### config.mk
export PLATFORM = sky130hd
export DESIGN_NAME = branch_comp_iter
export DESIGN_NICKNAME = d
export VERILOG_FILES = /design/src/rtl/branch_comp_pkg.sv /design/src/rtl/br_digit_cmp.sv /design/src/rtl/branch_comp_iter.sv
export SDC_FILE = /design/constraint.sdc
export NUM_CORES = 1
export LEC_CHECK = 0
export CAP_MARGIN = 15
export CORE_MARGIN = 4
export CORE_UTILIZATION = 46
export DETAILED_ROUTE_END_ITERATION = 7
export GPL_TIMING_DRIVEN = 1
export PLACE_DENSITY = 0.79
export SLEW_MARGIN = 20
export SYNTH_ARGS = -nofsm -noshare
export SYNTH_HDL_FRONTEND = slang
export SYNTH_SLANG_ARGS = --single-unit
### constraint.sdc
create_clock -name i_clk -period 2.5 [get_ports i_clk]
set_input_delay 0.5 -clock i_clk [delete_from_list [all_inputs] [get_ports i_clk]]
set_output_delay 0.5 -clock i_clk [all_outputs]
set_load 0.005 [all_outputs]
### src/rtl/branch_comp_pkg.sv
// Shared definitions for the iterative branch comparator: RV32I branch funct3
// codes, FSM states and the taken-flag decode.
package branch_comp_pkg;

    localparam logic [2:0] F3_BEQ  = 3'b000;
    localparam logic [2:0] F3_BNE  = 3'b001;
    localparam logic [2:0] F3_BLT  = 3'b100;
    localparam logic [2:0] F3_BGE  = 3'b101;
    localparam logic [2:0] F3_BLTU = 3'b110;
    localparam logic [2:0] F3_BGEU = 3'b111;

    typedef enum logic [1:0] {
        IDLE,
        SCAN,
        DONE
    } state_e;

    // Branch decision from the resolved compare; reserved encodings never take.
    function automatic logic taken_f(input logic [2:0] funct3, input logic eq, input logic lt);
        logic taken;
        case (funct3)
            F3_BEQ:            taken = eq;
            F3_BNE:            taken = ~eq;
            F3_BLT,  F3_BLTU:  taken = lt;
            F3_BGE,  F3_BGEU:  taken = ~lt;
            default:           taken = 1'b0;
        endcase
        return taken;
    endfunction

endpackage

### src/rtl/br_digit_cmp.sv
// Unsigned compare of one operand digit; the top walks digits MSB-first.
module br_digit_cmp #(
    parameter int unsigned DIGIT = 8
) (
    input  logic [DIGIT-1:0] a,
    input  logic [DIGIT-1:0] b,
    output logic             eq,
    output logic             lt
);

    assign eq = (a == b);
    assign lt = (a < b);

endmodule

### src/rtl/branch_comp_iter.sv
// Multi-cycle RV32I branch comparator: scans operands DIGIT bits per cycle,
// MSB-first, and presents eq/lt/taken behind a valid/ready handshake.
module branch_comp_iter
    import branch_comp_pkg::*;
#(
    parameter int unsigned WIDTH      = 32,
    parameter int unsigned DIGIT      = 8,
    parameter bit          EARLY_EXIT = 1'b1
) (
    input  logic             i_clk,
    input  logic             i_rst_n,
    input  logic             i_valid,
    output logic             o_ready,
    input  logic [WIDTH-1:0] i_rs1_data,
    input  logic [WIDTH-1:0] i_rs2_data,
    input  logic [2:0]       i_funct3,
    input  logic             i_flush,
    output logic             o_valid,
    input  logic             i_ready,
    output logic             o_br_eq,
    output logic             o_br_lt,
    output logic             o_taken,
    output logic             o_illegal
);

    localparam int unsigned NDIG  = WIDTH / DIGIT;
    localparam int unsigned IDX_W = (NDIG > 1) ? $clog2(NDIG) : 1;
    localparam logic [IDX_W-1:0] IDX_LAST = IDX_W'(NDIG - 1);

    state_e                        state_q, state_d;
    logic [IDX_W-1:0]              idx_q, idx_d;
    logic [NDIG-1:0][DIGIT-1:0]    a_q, a_d, b_q, b_d;
    logic [2:0]                    f3_q, f3_d;
    logic                          diff_q, diff_d;
    logic                          eq_q, eq_d, lt_q, lt_d;
    logic                          valid_q, valid_d;
    logic                          br_eq_q, br_eq_d, br_lt_q, br_lt_d;
    logic                          taken_q, taken_d, illegal_q, illegal_d;
    logic                          dig_eq, dig_lt;

    br_digit_cmp #(.DIGIT(DIGIT)) u_digit_cmp (
        .a  (a_q[idx_q]),
        .b  (b_q[idx_q]),
        .eq (dig_eq),
        .lt (dig_lt)
    );

    // Next-state, datapath and registered-output logic
    always_comb begin
        state_d   = state_q;
        idx_d     = idx_q;
        a_d       = a_q;
        b_d       = b_q;
        f3_d      = f3_q;
        diff_d    = diff_q;
        eq_d      = eq_q;
        lt_d      = lt_q;
        valid_d   = valid_q;
        br_eq_d   = br_eq_q;
        br_lt_d   = br_lt_q;
        taken_d   = taken_q;
        illegal_d = illegal_q;

        if (i_flush) begin
            state_d   = IDLE;
            idx_d     = '0;
            valid_d   = 1'b0;
            br_eq_d   = 1'b0;
            br_lt_d   = 1'b0;
            taken_d   = 1'b0;
            illegal_d = 1'b0;
        end else begin
            case (state_q)
                IDLE: begin
                    if (i_valid) begin
                        state_d = SCAN;
                        idx_d   = IDX_LAST;
                        a_d     = i_rs1_data;
                        b_d     = i_rs2_data;
                        // Flipping the sign bits turns two's-complement order into unsigned order
                        a_d[NDIG-1][DIGIT-1] = i_rs1_data[WIDTH-1] ^ ~i_funct3[1];
                        b_d[NDIG-1][DIGIT-1] = i_rs2_data[WIDTH-1] ^ ~i_funct3[1];
                        f3_d    = i_funct3;
                        diff_d  = 1'b0;
                        eq_d    = 1'b1;
                        lt_d    = 1'b0;
                    end
                end
                SCAN: begin
                    // Only the most significant differing digit decides the order
                    if (!dig_eq && !diff_q) begin
                        diff_d = 1'b1;
                        eq_d   = 1'b0;
                        lt_d   = dig_lt;
                    end
                    if ((!dig_eq && EARLY_EXIT) || (idx_q == '0)) begin
                        state_d = DONE;
                    end else begin
                        idx_d = idx_q - IDX_W'(1);
                    end
                end
                DONE: begin
                    valid_d   = 1'b1;
                    br_eq_d   = eq_q;
                    br_lt_d   = lt_q;
                    taken_d   = taken_f(f3_q, eq_q, lt_q);
                    illegal_d = (f3_q[2:1] == 2'b01);
                    if (valid_q && i_ready) begin
                        state_d = IDLE;
                        valid_d = 1'b0;
                    end
                end
                default: state_d = IDLE;
            endcase
        end
    end

    always_ff @(posedge i_clk or negedge i_rst_n) begin
        if (!i_rst_n) begin
            state_q   <= IDLE;
            idx_q     <= '0;
            a_q       <= '0;
            b_q       <= '0;
            f3_q      <= '0;
            diff_q    <= 1'b0;
            eq_q      <= 1'b0;
            lt_q      <= 1'b0;
            valid_q   <= 1'b0;
            br_eq_q   <= 1'b0;
            br_lt_q   <= 1'b0;
            taken_q   <= 1'b0;
            illegal_q <= 1'b0;
        end else begin
            state_q   <= state_d;
            idx_q     <= idx_d;
            a_q       <= a_d;
            b_q       <= b_d;
            f3_q      <= f3_d;
            diff_q    <= diff_d;
            eq_q      <= eq_d;
            lt_q      <= lt_d;
            valid_q   <= valid_d;
            br_eq_q   <= br_eq_d;
            br_lt_q   <= br_lt_d;
            taken_q   <= taken_d;
            illegal_q <= illegal_d;
        end
    end

    assign o_ready   = (state_q == IDLE);
    assign o_valid   = valid_q;
    assign o_br_eq   = br_eq_q;
    assign o_br_lt   = br_lt_q;
    assign o_taken   = taken_q;
    assign o_illegal = illegal_q;

endmodule
---- Word level (Yosys, flattened, before mapping) ----
Cells that the tools add are included.
word-level totals
  bits in registers ....................... 79
  bits of input ports ..................... 72
  word-level logic and storage cells ...... 93
operators by class
  add/sub/neg operators ................... 1
  $lt $le $gt $ge ......................... 2
  equal/unequal tests ..................... 15
  muxes and demuxes ....................... 33
  bitwise logic cells ..................... 6
  reduce and logical (&&, ||, !) cells .... 17
operator list
  cell                number
  $bmux 8 s2          2
  $mux 1              16
  $mux 8              2
  $mux 2              7
  $eq 3x3->1 const B  4
  $ne 3x3->1 const B  3
  $reduce_and 3->1    3
  $eq 8x8->1          1
  $lt 8x8->1          1
  $pmux 1 s2          3
  $pmux 2 s3          1
  $eq 2x1->1 const B  2
  $logic_not 2->1     2
  $ne 2x2->1 const B  2
  $not 1->1           4
  $pmux 1 s4          1
  $pmux 2 s2          1
  $reduce_and 4->1    1
  $reduce_bool 2->1   2
  $reduce_or 2->1     2
  $eq 3x1->1 const B  1
  $logic_not 3->1     1
  $lt 2x3->1 const B  1
  $ne 3x2->1 const B  1
  other kinds (7)     10

---- Longest topological paths before layout ----
Gate-level depths: netlist of the first run.
  word-level depth ........................ 8
  gate-level depth with buffers ........... 9
  mapped depth without buffers ............ 7

---- Modules after synthesis ----
Synthesis of the first run repeated with hierarchy kept, for this count alone.
unflattened totals
  cells, all modules ...................... 253
  area total of the unflattened synthesis .. 3,737.3 sq um
by module, submodules not included
  module            times used  cells each  area each (sq um)  sequential area each (sq um)
  branch_comp_iter  1           226         3,523.4            1,976.9
  br_digit_cmp      1           27          214.0              0.0

---- Worst setup path before layout of the first run ----
No wires, ideal clock.
  kind .................................... register to register
  start ................................... reg idx_q[0]
  end ..................................... reg lt_q
  setup time .............................. 0.104 ns
  arrival ................................. 2.407 ns
  data required time ...................... 2.396 ns
  setup slack ............................. -0.011 ns
  stages on the path, launching flop included .. 9
  buffers on the path ..................... 2
  path through ............................ dfrtp_1 > buf_2 > buf_4 > mux4_2 > ha_1 > nand4_1 > o211ai_1 > and2_1 > o41ai_2
on the way
  longest elaborated chain between the ends .. 7
RTL lines
  element                                             line                     RTL
  start: declaration                                  branch_comp_iter.sv:31   logic [IDX_W-1:0] idx_q, idx_d;
  start signal: assignment                            branch_comp_iter.sv:135  idx_q <= idx_d;
  branches (longest 7 deep; another with $lt 8x8->1)  -
  end signal: assignment                              branch_comp_iter.sv:141  lt_q <= lt_d;
  end: declaration                                    branch_comp_iter.sv:35   logic eq_q, eq_d, lt_q, lt_d;
Parallel ways; which one is timed is not known. The select of a mux whose other input is x is not followed.
A chain may end at the register's enable or synchronous reset.

---- Worst setup path in the final report of the first run ----
Ends and elaborated chain as after synthesis.

==> results of run 1 <==
## power groups by stage
stage	Sequential, mW	Combinational (mW)	Clock, mW
global placement	1.69	0.817	0
finish	1.69	0.943	0.965
floorplan	1.64	0.574	0
global route	1.72	1.05	1.03
CTS	1.68	0.873	0.970
detailed placement	1.70	0.862	0
## metal layers
layer / global-route usage (%) / wire (um) / vias to the layer above
li1: - / - / 1422
met1: 22.9 / 3610 / 1408
met2: 31.3 / 4820 / 79
met3: 4.14 / 376 / 22
met4: 9.80 / 303 / 0
met5: 0 / 0 / -
## synth_stat cells (2+ instances only)
cell / n
nand2_1: 205
buf_2: 10
ha_1: 9
mux2i_1: 2
nand3_1: 2
a221oi_1: 3
a21oi_1: 9
mux4_2: 16
clkbuf_1: 4
inv_1: 11
nor2b_1: 2
o21ai_0: 2
nand4_1: 2
buf_4: 6
nor3_1: 2
nand2b_1: 4
xor2_1: 4
nor2_1: 3
o211ai_1: 2
dfrtp_1: 79
## state kept, by name, summed over array words and instances, names as in the netlist
signal and flops:
state_q 2, diff_q 1, o_taken 1, eq_q 1, f3_q 3, o_br_eq 1
o_br_lt 1, o_illegal 1, o_valid 1, lt_q 1, idx_q 2, a_q 32
b_q 32
## worst max-delay path, cell delays in order (launching register included)
cell and delay, ns:
dfrtp_2 0.43, clkbuf_16 0.18, buf_4 0.12, mux4_2 0.51
inv_1 0.08, ha_1 0.23, nand4_1 0.16, o211ai_1 0.13
and2_1 0.19, o41ai_2 0.31
## layout by cell type (no fill, tap or decap), drive strengths merged
cell           count
mux2i              2
nand3b             2
and2               1
a311oi             1
dfrtp             79
a21boi             1
clkinvlp           3
nand2            205
clkdlybuf4s50     76
nand2b             4
o21bai             1
nor3               3
inv               11
xor2               4
o41ai              1
bufinv             1
o21ai              2
nor2b              3
nor4b              1
nand3              2
ha                 9
buf               14
mux4              16
o211ai             2
a21oi              9
nand4              2
clkbuf            12
clkinv             1
a21o               1
a221oi             3
nor2               4
## worst paths after layout
kind                            startpoint      end  slack [ns]
worst max-delay path              idx_q[0]     lt_q        0.06
worst min-delay path               i_rst_n  f3_q[2]        0.09
worst max register to register    idx_q[0]     lt_q        0.06
worst min register to register     b_q[17]  b_q[17]        0.48
max in group asynchronous          i_rst_n  b_q[12]        1.81
min in group i_clk                 b_q[17]  b_q[17]        0.48
## cell families (layout without fill, tap and decap cells)
group                      Yosys count  in the layout
AOI/OAI and AO/OA                   21             21
xor gates and xnor gates             4              4
adders and majority gates            9              9
buffers and inverters               31            118
DFF                                 79             79
muxes                               18             18
and+or+nand+nor                    227            227
## layout make-up
cell class / instances / share of cell area [%]
flip-flops and latches: 79 / 40.3
multi-input cells: 279 / 33.5
repair buffers: 91 / 18.7
clock buffers: 11 / 2.88
well taps: 102 / 2.60
clock inverters: 5 / 1.17
inverters: 11 / 0.841
## what timing repair did
item | in CTS | in global routing
buffers inserted | 0 | 1
gates resized for setup | 0 | 6
hold endpoints to repair | 0 | 0
hold buffers | 0 | 0
endpoints found under the setup margin | 0 | 3
==> impl_metrics.json, run 1 <==
{
  "numClockSinks": 79,
  "worstRegToRegCells": 9,
  "antenna_found_initial": 0,
  "synth_simple_gate_area_share_pct": 24.7,
  "internal_power_mw": 2.50,
  "rsz0062_at_grt": "yes",
  "dp_slack_ns": 0.0311,
  "min_period_over_period_pct": 97.5,
  "synth_xor_area_share_pct": 0.941,
  "portBuffers": 77,
  "placedCellCount": 560,
  "dpl_cell_area_um2": 4630,
  "critPathMaxFanout": 7,
  "final-max-slew-violation-count": 0,
  "fmax_ghz": 0.410,
  "clkTransAtPathRegs_ns": 0.09,
  "async_flop_share_pct": 100,
  "synth_top_flop_cell": "dfrtp_1",
  "io_pins": 78,
  "cts_tree": "done",
  "routed_via_density": 5.07,
  "synth-compound-area-share_pct": 3.87,
  "clk_latency_ns": 0.36,
  "num_vias": 2931,
  "netlist_area_um2": 3720,
  "cts_buffers": 9,
  "final_nets": 552,
  "drc": 0,
  "die_width_um": 97.9,
  "worst_pin_slew_ns": 0.479,
  "routedWlPerCell_um": 15.8,
  "place.gp.congestion": 0.855,
  "setup_ws_ns": 0.0618,
  "totalWireLength_um": 9100,
  "p_comb_share_pct": 26.2,
  "syn_nets": 470,
  "muxShareOfSynthArea_pct": 10.2,
  "rows": 32,
  "grt_pass1_vias": 3119,
  "finClkSkew_ns": 0.00994,
  "ys_seq_area_share_pct": 53.1,
  "finalSetupViolCount": 0,
  "hold_path.class": "input pin to async pin",
  "final_layout_size_suffix_gt1_share_pct": 11.8,
  "netlist.area_leader.share_pct": 53.1,
  "grt_overflow": 0,
  "seq_power_share_pct": 47.0,
  "total_power_mw": 3.60,
  "root_buffer": "clkbuf_8",
  "synthDistinctLibCells": 32,
  "switching_share_pct": 30.6,
  "setup_tns_ns": 0,
  "synth_area_leaders": "dfrtp_1, nand2_1, mux4_2",
  "synthAdderAreaFrac_pct": 3.03,
  "end_kind": "flop",
  "crit_type": "flop to flop",
  "multi_input_area_um2": 1650,
  "max-slew-margin-rel_pct": 68.1,
  "htreeDepth": 3,
  "synth_top_family_by_area": "simple AND/OR/NAND/NOR gates",
  "drt-pass1-iter-count": 4,
  "p_leak_nw": 2.35,
  "ys_ff_latch": 79,
  "clk_path_buf_depth": 2,
  "die_h_um": 97.9,
  "fin_area_um2": 4910,
  "gr-usage-all-layers_pct": 18.8,
  "seqCellArea_um2": 1980,
  "avgSynthCellArea_um2": 9.57,
  "synth_edf_count": 0,
  "post-route-util_pct": 62.9,
  "floorplan.initialDensity_pct": 47.7,
  "grt_pass1_wl_um": 14200,
  "cp.arrival_ns": 2.70,
  "p_sw_mw": 1.10,
  "synth_top_cell_by_area": "dfrtp_1",
  "finalNonFillerCells": 578,
  "hold_ws_ns": 0.0929,
  "status": "complete, no violations",
  "fillers": 625,
  "cp-start-kind": "flop",
  "peakVddDrop_mv": 0.321,
  "num_antenna_cells": 0,
  "hold_viol_final": 0,
  "area_delta_synth_final_pct": 32.0,
  "synth_cells": 389,
  "pwr-share-clk_pct": 26.8,
  "drv_cap": 0,
  "grt_start_max_net_pins": 45,
  "cp_data_required_time_ns": 2.76,
  "power_density_nw_per_um2": 733,
  "dpl.hpwl_um": 6370,
  "coreArea_um2": 7810,
  "ys_warn_count": 0,
  "fin_crit_ns": 2.44,
  "die-area_um2": 9590,
  "ant_nets": 0,
  "dr.first_iter.drc_count": 87
}
Note: power is estimated with default switching activity, not from simulation.
==> inputs of run 2 (changes only) <==
- SKIP_LAST_GASP: not set -> 1
==> run 2 against run 1 <==
Against the previous run: design area is 0.25% lower; clock-buffer cell count stayed put; via count is 0.48% higher; largest power group unchanged; combinational power is 2% lower; clock skew is 0.0022 ns lower; critical path depth is 2 lower; die area stayed put.
==> impl_metrics.json, run 2 (synthesis gave the netlist of run 1 again) <==
{
  "worst_pin_slew_ns": 0.481,
  "cp-start-kind": "flop",
  "r2r-end": "idx_q[1]",
  "max-slew-margin-rel_pct": 67.9,
  "finalNonFillerCells": 578,
  "ant_nets": 0,
  "htreeDepth": 3,
  "clk_path_buf_depth": 2,
  "grt.busiest_layer": "met2",
  "min_period_over_period_pct": 97.0,
  "final_nets": 552,
  "dpl_cell_area_um2": 4630,
  "cts_tree": "done",
  "drc": 0,
  "root_buffer": "clkbuf_8",
  "io_pins": 78,
  "power_density_nw_per_um2": 728,
  "cts_buffers": 9,
  "dp_slack_ns": 0.0311,
  "cp.arrival_ns": 2.69,
  "gr-usage-all-layers_pct": 18.8,
  "critPathMaxFanout": 7,
  "rsz0062_at_grt": "yes",
  "placedCellCount": 560,
  "finClkSkew_ns": 0.00777,
  "grt_use_met2_pct": 31.3,
  "drt-pass1-iter-count": 4,
  "fillers": 631,
  "dr.first_iter.drc_count": 91,
  "totalWireLength_um": 8760,
  "die-area_um2": 9590,
  "end_kind": "flop",
  "final_layout_size_suffix_gt1_share_pct": 11.6,
  "routed_via_density": 5.10,
  "area_delta_synth_final_pct": 31.6,
  "rrSetupSlack_ns": 0.07,
  "peakVddDrop_mv": 0.315,
  "use_met3_pct": 4.14,
  "grt_pass1_wl_um": 14200,
  "clk_latency_ns": 0.35,
  "die_width_um": 97.9,
  "die_h_um": 97.9,
  "drv_cap": 0,
  "num_antenna_cells": 0,
  "mostFrequentLayoutCells": "nand2_1, dfrtp_1, clkdlybuf4s50_1",
  "grt_overflow": 0,
  "coreArea_um2": 7810,
  "num_vias": 2945,
  "worstRegToRegCells": 7,
  "fmax_ghz": 0.412,
  "cp_slowest_stage_delay_ns": 0.57,
  "total_power_mw": 3.57,
  "cp_top_family": "multiplexers",
  "grt_start_max_net_pins": 45,
  "cp_num_buf_inv": 1,
  "rows": 32,
  "place.gp.congestion": 0.855,
  "status": "complete, no violations",
  "slowest_stage": "mux4_2",
  "critical_path.cell_chain": "buf_12 -> mux4_2 -> ha_4 -> nand4_1 -> nor3_4 -> a221oi_1 -> a311oi_1",
  "setup_tns_ns": 0,
  "antenna_found_initial": 0,
  "grt_pass1_vias": 3119,
  "r2r-start": "idx_q[0]",
  "clkTransAtPathRegs_ns": 0.08,
  "final-max-slew-violation-count": 0,
  "finalSetupViolCount": 0,
  "layout_commonest_cell": "nand2_1",
  "setup_ws_ns": 0.0741,
  "crit_type": "flop to flop",
  "reg_top3": "a_q (32), b_q (32), f3_q (3)",
  "fin_area_um2": 4900,
  "fin_crit_ns": 2.43,
  "cp_data_required_time_ns": 2.76,
  "routedWlPerCell_um": 15.2,
  "dpl.hpwl_um": 6370,
  "p_leak_nw": 2.35,
  "numClockSinks": 79,
  "grt_use_met1_pct": 22.9,
  "ctsHoldBuffers": 0,
  "portBuffers": 77,
  "hold_viol_final": 0,
  "hold_path.class": "input pin to async pin",
  "floorplan.initialDensity_pct": 47.7
}
run 2: worst max-delay path by stage:
stage / end / slack (ns) / startpoint / cells after the start
final: idx_q[1] / 0.07 / idx_q[0] / 7
after global routing: idx_q[0] / -0.06 / idx_q[0] / 7
after CTS: idx_q[0] / 0.03 / idx_q[0] / 7
after detailed placement: idx_q[0] / 0.03 / idx_q[0] / 7
after global placement: idx_q[1] / 0.15 / idx_q[0] / 7
after floorplan: lt_q / 0.08 / idx_q[0] / 8
run 2: stage by stage:
| stage | utilization, % | hold slack [ns] |
|---|---|---|
| 6_report | 62.7 | 0.0955 |
| 5_1_grt | 62.7 | 0.117 |
| 4_1_cts | 61.9 | 0.0956 |
| 3_5_place_dp | 59.3 | 0.462 |
| 3_3_place_gp | 59.3 | 0.454 |
| 2_1_floorplan | - | 0.204 |
run 2: power by group:
| group | switching, mW | internal, mW |
|---|---|---|
| clock network | 0.473 | 0.487 |
| logic | 0.443 | 0.484 |
| registers | 0.161 | 1.52 |
run 2: layer usage:
layer / vias up / routed length (um)
met5: - / 0
met4: 0 / 309
met1: 1408 / 3520
met2: 88 / 4530
li1: 1426 / -
met3: 23 / 403
run 2: timing repair:
item                                    in CTS  in global routing
endpoints found under the setup margin       0                  3
buffers inserted                             0                  1
gates resized for setup                      0                  5
run 2: final cells by class:
cell class / instances / area, um^2 / share of cell area [%]
tap: 102 / 128 / 2.61
clock buffer: 11 / 141 / 2.89
multi-input combinational: 279 / 1630 / 33.3
sequential: 79 / 1980 / 40.4
inverter: 11 / 41.3 / 0.843
timing repair buffer: 91 / 920 / 18.8
clock inverter: 5 / 57.6 / 1.17
